[src/rtl/cpu_pkg.sv]
// Shared CPU constants, fetch FSM encoding and opcodes.
// Imported by the fetch stage and its helpers.
package cpu_pkg;

  localparam int ADDR_W = 10;
  localparam int DATA_W = 32;
  localparam int CNT_W  = 16;
  localparam int RESET_PC = 0;
  localparam logic [31:0] HLT_WORD = 32'h0000_0000;

  typedef enum logic [1:0] {
    BOOT = 2'd0,
    RUN  = 2'd1,
    HALT = 2'd2
  } fetch_state_e;

  localparam logic [5:0] OP_RTYPE = 6'h00;
  localparam logic [5:0] OP_J     = 6'h02;
  localparam logic [5:0] OP_BEQ   = 6'h04;
  localparam logic [5:0] OP_BNE   = 6'h05;
  localparam logic [5:0] OP_ADDI  = 6'h08;
  localparam logic [5:0] OP_LW    = 6'h23;
  localparam logic [5:0] OP_SW    = 6'h2B;

endpackage

[src/rtl/instr_fetch_unit_pc_next_mux.sv]
// Next-PC selector: redirect > stall > increment (wraps).
// Ports: pc, target, redirect, stall in; pc_next out.
module pc_next_mux #(
  parameter int ADDR_W = 10
) (
  input  logic [ADDR_W-1:0] pc,
  input  logic [ADDR_W-1:0] target,
  input  logic              redirect,
  input  logic              stall,
  output logic [ADDR_W-1:0] pc_next
);

  // Redirect and stall may both be high; the
  // older control transfer must win.
  always_comb begin
    pc_next = pc + ADDR_W'(1);
    priority case (1'b1)
      redirect: pc_next = target;
      stall:    pc_next = pc;
      default:  pc_next = pc + ADDR_W'(1);
    endcase
  end

endmodule

[src/rtl/instr_fetch_unit.sv]
// IF stage: owns the PC, drives the 1-cycle ROM, parks on HLT.
// Ports: stall/redirect in, imem addr/data, IF/ID bundle, halted, fetch_count.
module instr_fetch_unit #(
  parameter int ADDR_W = cpu_pkg::ADDR_W,
  parameter int DATA_W = cpu_pkg::DATA_W,
  parameter logic [DATA_W-1:0] HLT_WORD = DATA_W'(cpu_pkg::HLT_WORD),
  parameter int RESET_PC = cpu_pkg::RESET_PC,
  parameter int CNT_W = cpu_pkg::CNT_W
) (
  input  logic              clk,
  input  logic              rst_n,
  input  logic              stall,
  input  logic              redirect,
  input  logic [ADDR_W-1:0] redirect_target,
  input  logic [DATA_W-1:0] imem_data,
  output logic [ADDR_W-1:0] imem_addr,
  output logic [DATA_W-1:0] if_instr,
  output logic [ADDR_W-1:0] if_pc,
  output logic [ADDR_W-1:0] if_pc_plus1,
  output logic              if_valid,
  output logic              halted,
  output logic [CNT_W-1:0]  fetch_count
);
  import cpu_pkg::*;

  fetch_state_e      state_q, state_d;
  logic [ADDR_W-1:0] pc_q, pc_next;
  logic              valid_q;
  logic [CNT_W-1:0]  cnt_q;
  logic              accept;

  pc_next_mux #(.ADDR_W(ADDR_W)) u_mux (
    .pc       (pc_q),
    .target   (redirect_target),
    .redirect (redirect),
    .stall    (stall),
    .pc_next  (pc_next)
  );

  // In RUN the ROM is addressed with pc_next so
  // imem_data lines up with pc_q after the edge.
  always_comb begin
    state_d   = state_q;
    imem_addr = pc_q;
    if_valid  = 1'b0;
    halted    = 1'b0;
    unique case (state_q)
      BOOT: state_d = RUN;
      RUN: begin
        imem_addr = pc_next;
        if_valid  = valid_q & ~redirect;
        if (if_valid && !stall &&
            imem_data == HLT_WORD)
          state_d = HALT;
      end
      HALT: halted = 1'b1;
      default: state_d = BOOT;
    endcase
  end

  assign accept = if_valid & ~stall;

  always_ff @(posedge clk or negedge rst_n) begin
    if (!rst_n) begin
      state_q <= BOOT;
      pc_q    <= ADDR_W'(RESET_PC);
      valid_q <= 1'b0;
      cnt_q   <= '0;
    end else begin
      state_q <= state_d;
      valid_q <= (state_d == RUN);
      // Entering HALT keeps the HLT address.
      if (state_q == RUN && state_d == RUN)
        pc_q <= pc_next;
      if (accept && cnt_q != {CNT_W{1'b1}})
        cnt_q <= cnt_q + CNT_W'(1);
    end
  end

  assign if_instr    = imem_data;
  assign if_pc       = pc_q;
  assign if_pc_plus1 = pc_q + ADDR_W'(1);
  assign fetch_count = cnt_q;

endmodule

[config.mk]
export PLATFORM = sky130hd
export DESIGN_NAME = instr_fetch_unit
export DESIGN_NICKNAME = d
export VERILOG_FILES = /design/src/rtl/cpu_pkg.sv /design/src/rtl/instr_fetch_unit_pc_next_mux.sv /design/src/rtl/instr_fetch_unit.sv
export SDC_FILE = /design/constraint.sdc
export NUM_CORES = 1
export LEC_CHECK = 0
export CAP_MARGIN = 20
export CORE_UTILIZATION = 36
export CTS_BUF_LIST = sky130_fd_sc_hd__clkbuf_2 sky130_fd_sc_hd__clkbuf_4 sky130_fd_sc_hd__clkbuf_8
export DETAILED_ROUTE_END_ITERATION = 10
export GPL_TIMING_DRIVEN = 0
export PLACE_DENSITY = 0.87
export SLEW_MARGIN = 10
export SYNTH_ARGS = -nofsm -noshare
export SYNTH_HDL_FRONTEND = slang
export SYNTH_HIERARCHICAL = 1
export SYNTH_SLANG_ARGS = --single-unit
[constraint.sdc]
create_clock -name clk -period 1.7 [get_ports clk]
set_input_delay 0.17 -clock clk [delete_from_list [all_inputs] [get_ports clk]]
set_output_delay 0.17 -clock clk [all_outputs]
set_load 0.02 [all_outputs]
# ---- Yosys cells after proc, flatten, opt, wreduce, memory -nomap -nowiden
# Index checks and enable logic that the tools add are counted.
dict set report totals {
  register_bits 29
  input_bits 46
  wordCells 28
  output_inout_bits 80
}
dict set report op_classes {
  mux 7
  n_eq_ne 4
  add_sub_neg 2
  n_reduce_logical 7
  n_bitwise 4
}
# op count
set ops {}
lappend ops {{32-bit zero test} 1}
lappend ops {{10-bit two-way mux} 3}
lappend ops {{16-bit by 1-bit adder with 16-bit output, second input constant} 1}
lappend ops {{16-bit inequality test, second input constant} 1}
lappend ops {{10-bit by 1-bit adder with 10-bit output, second input constant} 1}
lappend ops {{2-bit one-hot mux with 3 select lines} 1}
lappend ops {{2-bit by 1-bit equality test with 1-bit output, second input constant} 2}
lappend ops {{1-bit logical AND} 4}
lappend ops {{1-bit AND} 2}
lappend ops {{2-bit equality test, second input constant} 1}
lappend ops {{2-bit zero test} 1}
lappend ops {{1-bit two-way mux} 2}
lappend ops {{2-bit two-way mux} 1}
lappend ops {{1-bit inverter} 2}
lappend ops {{1-bit zero test} 1}

# ---- Depth between registers and ports, before layout
dict set report depth {
  depth_word 8
  mapped_depth 6
  mapped_depth_nobuf 6
}

# ---- Modules after synthesis
# Netlist, hierarchy kept.
# mod cells_per_inst area_each_um2 instances seq_area_each_um2
set by_module_without_submodules {}
lappend by_module_without_submodules {instr_fetch_unit 199 1873.0 1 725.7}
lappend by_module_without_submodules {pc_next_mux 51 334.1 1 0.0}

# ---- Worst setup path before layout
# Ideal clock, no wire load.
dict set report synth_path {
  path_kind {reg2out}
  start {register pc_q[0], in the netlist if_pc[0]}
  end {output imem_addr[8]}
  path_slack_ns -0.289
  t_required_ns 1.530
  n_path_buf 0
  stages_incl_launch_ff 7
  arrival_ns 1.819
  path_cell_list {dfrtp_1 -> ha_1 -> nand4b_1 -> or4_1 -> nand3_1 -> nand2_1 -> nand2_1}
}
dict set report synth_via {
  elab_chain_cells 4
}
# item line
set synth_lines {}
lappend synth_lines {{from (decl)} instr_fetch_unit.sv:27} ;# logic [ADDR_W-1:0] pc_q, pc_next;
lappend synth_lines {{from (signal assigned)} instr_fetch_unit.sv:66} ;# pc_q <= ADDR_W'(RESET_PC);
lappend synth_lines {{from (signal assigned)} instr_fetch_unit.sv:74} ;# pc_q <= pc_next;
lappend synth_lines {{10-bit by 1-bit adder with 10-bit output} instr_fetch_unit_pc_next_mux.sv:20} ;# default: pc_next = pc + ADDR_W'(1);
lappend synth_lines {{10-bit two-way mux (2 in series)} instr_fetch_unit_pc_next_mux.sv:17} ;# priority case (1'b1)
lappend synth_lines {{via pc_next[8]} instr_fetch_unit.sv:27}
lappend synth_lines {{10-bit two-way mux} instr_fetch_unit.sv:47} ;# unique case (state_q)
lappend synth_lines {{to (decl)} instr_fetch_unit.sv:16} ;# output logic [ADDR_W-1:0] imem_addr,
# The timed path passes the listed nets, and every way through them passes these cells.

# ---- Worst setup path after layout
dict set report layout_path {
  start {register pc_q[1], in the netlist if_pc[1]}
  end {output imem_addr[4]}
}
# The elaborated chain is that of the path after synthesis.

==> flow_summary_export.csv <==
group,metric,value,unit
outcome,status,"finished with violations",
outcome,violations,"DRC, setup timing",
clocking,clockBufferDepth,2,
sta,slew_headroom,56.1,%
route,ant_nets,0,
layout,finalNonFillerCells,498,
global_routing,grt_pass1_vias,2488,
setup_path,crit_path_end_kind,"output pin",
clocking,cts_tree,"yes",
sta,hold_violations,0,
setup_path,cp_max_fo,4,
sta,tightest_slew,0.659,ns
route,drtIter0Drc,148,
hold_path,min_path_type,"in -> async",
place,gp_congestion,0.824,
setup_path,r2r_end,"if_pc[6]",
floorplan,core,5920,sq um
sta,slew_violations,0,
sta,fin_crit,2.04,ns
setup_path,cp_cell_sequence,"ha_4 > nand4b_1 > buf_4 > xor2_2 > o21ai_1 > nand2_1 > nand2_1 > buf_6",
route,drt_pass1_iterations,7,
setup_path,cpMaxStageDelayCell,"dfrtp_2",
place,placedCellCount,450,
layout,fin_nets,471,
floorplan,die_area,6450,sq um
route,num_vias,2645,
synth,syn-num-nets,299,
layout,fin_area,4390,sq um
setup_path,crit_path_max_incr_delay,0.41,ns
clocking,clock-sinks,29,
global_routing,grt-ovfl-total,0,
global_routing,grt.total_usage,24.5,%
clocking,clk_pin_slew_worst_paths,0.07,ns
layout,layout_common_cells,"clkdlybuf4s50_1 (82), buf_4 (70), nand2_1 (42), dfrtp_2 (19)",
power_and_ir_drop,power_density,685,nW/um^2
setup_path,path_buf_inv,2,
setup_path,reg2reg_setup_slack,-0.08,ns
synth,syn_area_per_cell,8.83,sq um
layout,area_growth,98.8,%
sta,period_share,120,%
sta,fmax,0.491,GHz
setup_path,cp.required,1.53,ns
clocking,clk-insertion-delay-late,0.28,ns
route,wl,8380,um
layout,final_common_cell,"clkdlybuf4s50_1",
run,maxCapViolations,0,
setup_path,crit_path_start,"if_pc[1]",
synth,ys_ff_latch,29,
route,post-route-drc-count,2,
synth,netlist_area,2210,sq um
setup_path,crit_end,"imem_addr[4]",
setup_path,cp.arrival,1.87,ns
clocking,tritoncts.num_buffers,5,
route,drt-wirelength-per-cell,16.8,um
synth,yosys_warnings,6,
place,place_area,3630,sq um
power_and_ir_drop,leakagePower,1.96,nW
synth,synthDistinctLibCells,44,
sta,skew,0.00477,ns
synth,yosysTopAreaCellShare,32.9,%
setup_path,r2r-start,"if_pc[1]",
floorplan,die_y,80.3,um
setup_path,crit_path_start_kind,"flop",
global_routing,grt_max_degree,30,
synth,synth_top_area_cell,"dfrtp_1",
global_routing,antenna_found_initial,0,
power_and_ir_drop,ir_drop,0.000398,V
synth,seq_area_frac_synth,32.9,%
place,dpl.hpwl,4830,um
setup_path,cp.depth,8,
setup_path,reg2reg_depth,7,
clocking,cts.htree.levels,2,
synth,netlist_instances,250,
sta,tns,-2.99,ns
floorplan,start_util,37.3,%
floorplan,rows,28,
layout,n_antenna_cell,0,
floorplan,num_io_pins,126,
clocking,cts-root-buf,"clkbuf_8",
layout,drive_gt1_share,45.4,%
route,vias_per_cell,5.31,
setup_path,crit_family,"flip-flops",
sta,setup_slack,-0.335,ns
synth,synth_area_leaders,"dfrtp_1 (33%), buf_4 (11%), nand2_1 (7.7%), mux2_2 (5.6%), xor2_1 (5.6%)",
place,port_buffers,125,
setup_path,critical_path_class,"reg -> out",
global_routing,grt_pass1_wl,12000,um
floorplan,die_w,80.3,um
sta,rsz0062_at_grt,"true",
setup_path,cp_common_cell,"nand2_1",
power_and_ir_drop,total_power,3.00,mW
sta,setup_viol_count_final,16,
[cells in the mapped netlist, drive strengths merged]
library cell / count
a22oi: 1
a311o: 1
a311oi: 1
a31o: 1
a31oi: 2
a41oi: 1
and2: 1
and2b: 2
and3: 5
buf: 33
clkbuf: 3
dfrtp: 29
ha: 3
inv: 5
mux2: 12
mux2i: 1
nand2: 45
nand2b: 2
nand3: 17
nand3b: 1
nand4: 6
nand4b: 2
nor2: 10
nor2b: 2
nor3: 4
nor3b: 2
nor4: 8
o211ai: 4
o21ai: 7
o311ai: 2
o31ai: 1
o41ai: 1
or2: 4
or3: 2
or4: 3
xnor2: 12
xor2: 14
[stage by stage]
stage	worst slack [ns]	utilization, %	hold WS, ns
after floorplan	-0.104	-	-0.126
after global placement	-0.888	61.3	0.456
after detailed placement	-0.890	61.2	0.246
after CTS	-0.222	69.8	0.473
after global routing	-0.426	74.1	0.511
final	-0.335	74.1	0.449
[area by class of cell]
| cell class | count | area, sq um |
|---|---|---|
| multi-input cells | 181 | 1600 |
| repair buffers | 164 | 1540 |
| fillers | 380 | 1530 |
| flip-flops and latches | 29 | 749 |
| plain buffers | 36 | 280 |
| clock buffers | 7 | 96.3 |
| well taps | 75 | 93.8 |
| inverters | 5 | 18.8 |
| clock inverters | 1 | 5.00 |
[worst reg2reg max path, cell delays in order (launching register included)]
cell and delay, ns:
dfrtp_2 0.41, ha_4 0.16, nand4b_1 0.19, buf_4 0.20, o211ai_1 0.18, nand3_1 0.13
buf_4 0.15, mux2_4 0.24
[worst min-delay path by stage]
stage / from / end / cells after the start
after floorplan: rst_n / fetch_count[0] / 0
after global placement: state_q[1] / state_q[0] / 1
after detailed placement: rst_n / if_pc[9] / 1
after CTS: state_q[1] / state_q[0] / 1
after global routing: fetch_count[4] / fetch_count[4] / 1
final: rst_n / if_pc[7] / 2
[flip-flops by register name, indices dropped and copies added (netlist names)]
name	cells
if_pc	10
valid_q	1
fetch_count	16
state_q	2
[report_power, final]
part | switching, mW | leakage, nW | internal, mW
registers | 0.155 | 0.333 | 0.798
logic | 0.680 | 1.58 | 0.735
clock network | 0.271 | 0.0542 | 0.365
[kinds of logic (layout without fill, tap and decap cells)]
| kind of cell | count (synthesis) | count (layout) | synth area share, % |
|---|---|---|---|
| AOI/OAI and AO/OA | 22 | 23 | 8.22 |
| DFF | 29 | 29 | 32.9 |
| adders and majority gates | 3 | 3 | 1.70 |
| xor gates and xnor gates | 26 | 26 | 10.3 |
| muxes | 13 | 13 | 6.75 |
| buffers and inverters | 41 | 213 | 12.8 |
| and+or+nand+nor | 116 | 116 | 27.4 |
[what timing repair did]
item,CTS,global route
gates cloned,1,0
setup buffers,28,14
endpoints found under the setup margin,46,47
resized for setup,172,50
pin swaps,32,29
hold buffers,1,0
hold endpoints to repair,29,0
[routing by layer]
| metal | routed length (um) | track usage (%) |
|---|---|---|
| met2 | 4210 | 44.5 |
| met3 | 754 | 5.91 |
| met1 | 3150 | 27.6 |
| met4 | 267 | 8.75 |
| met5 | 0 | 0 |
(Power assumes the default switching activity.)
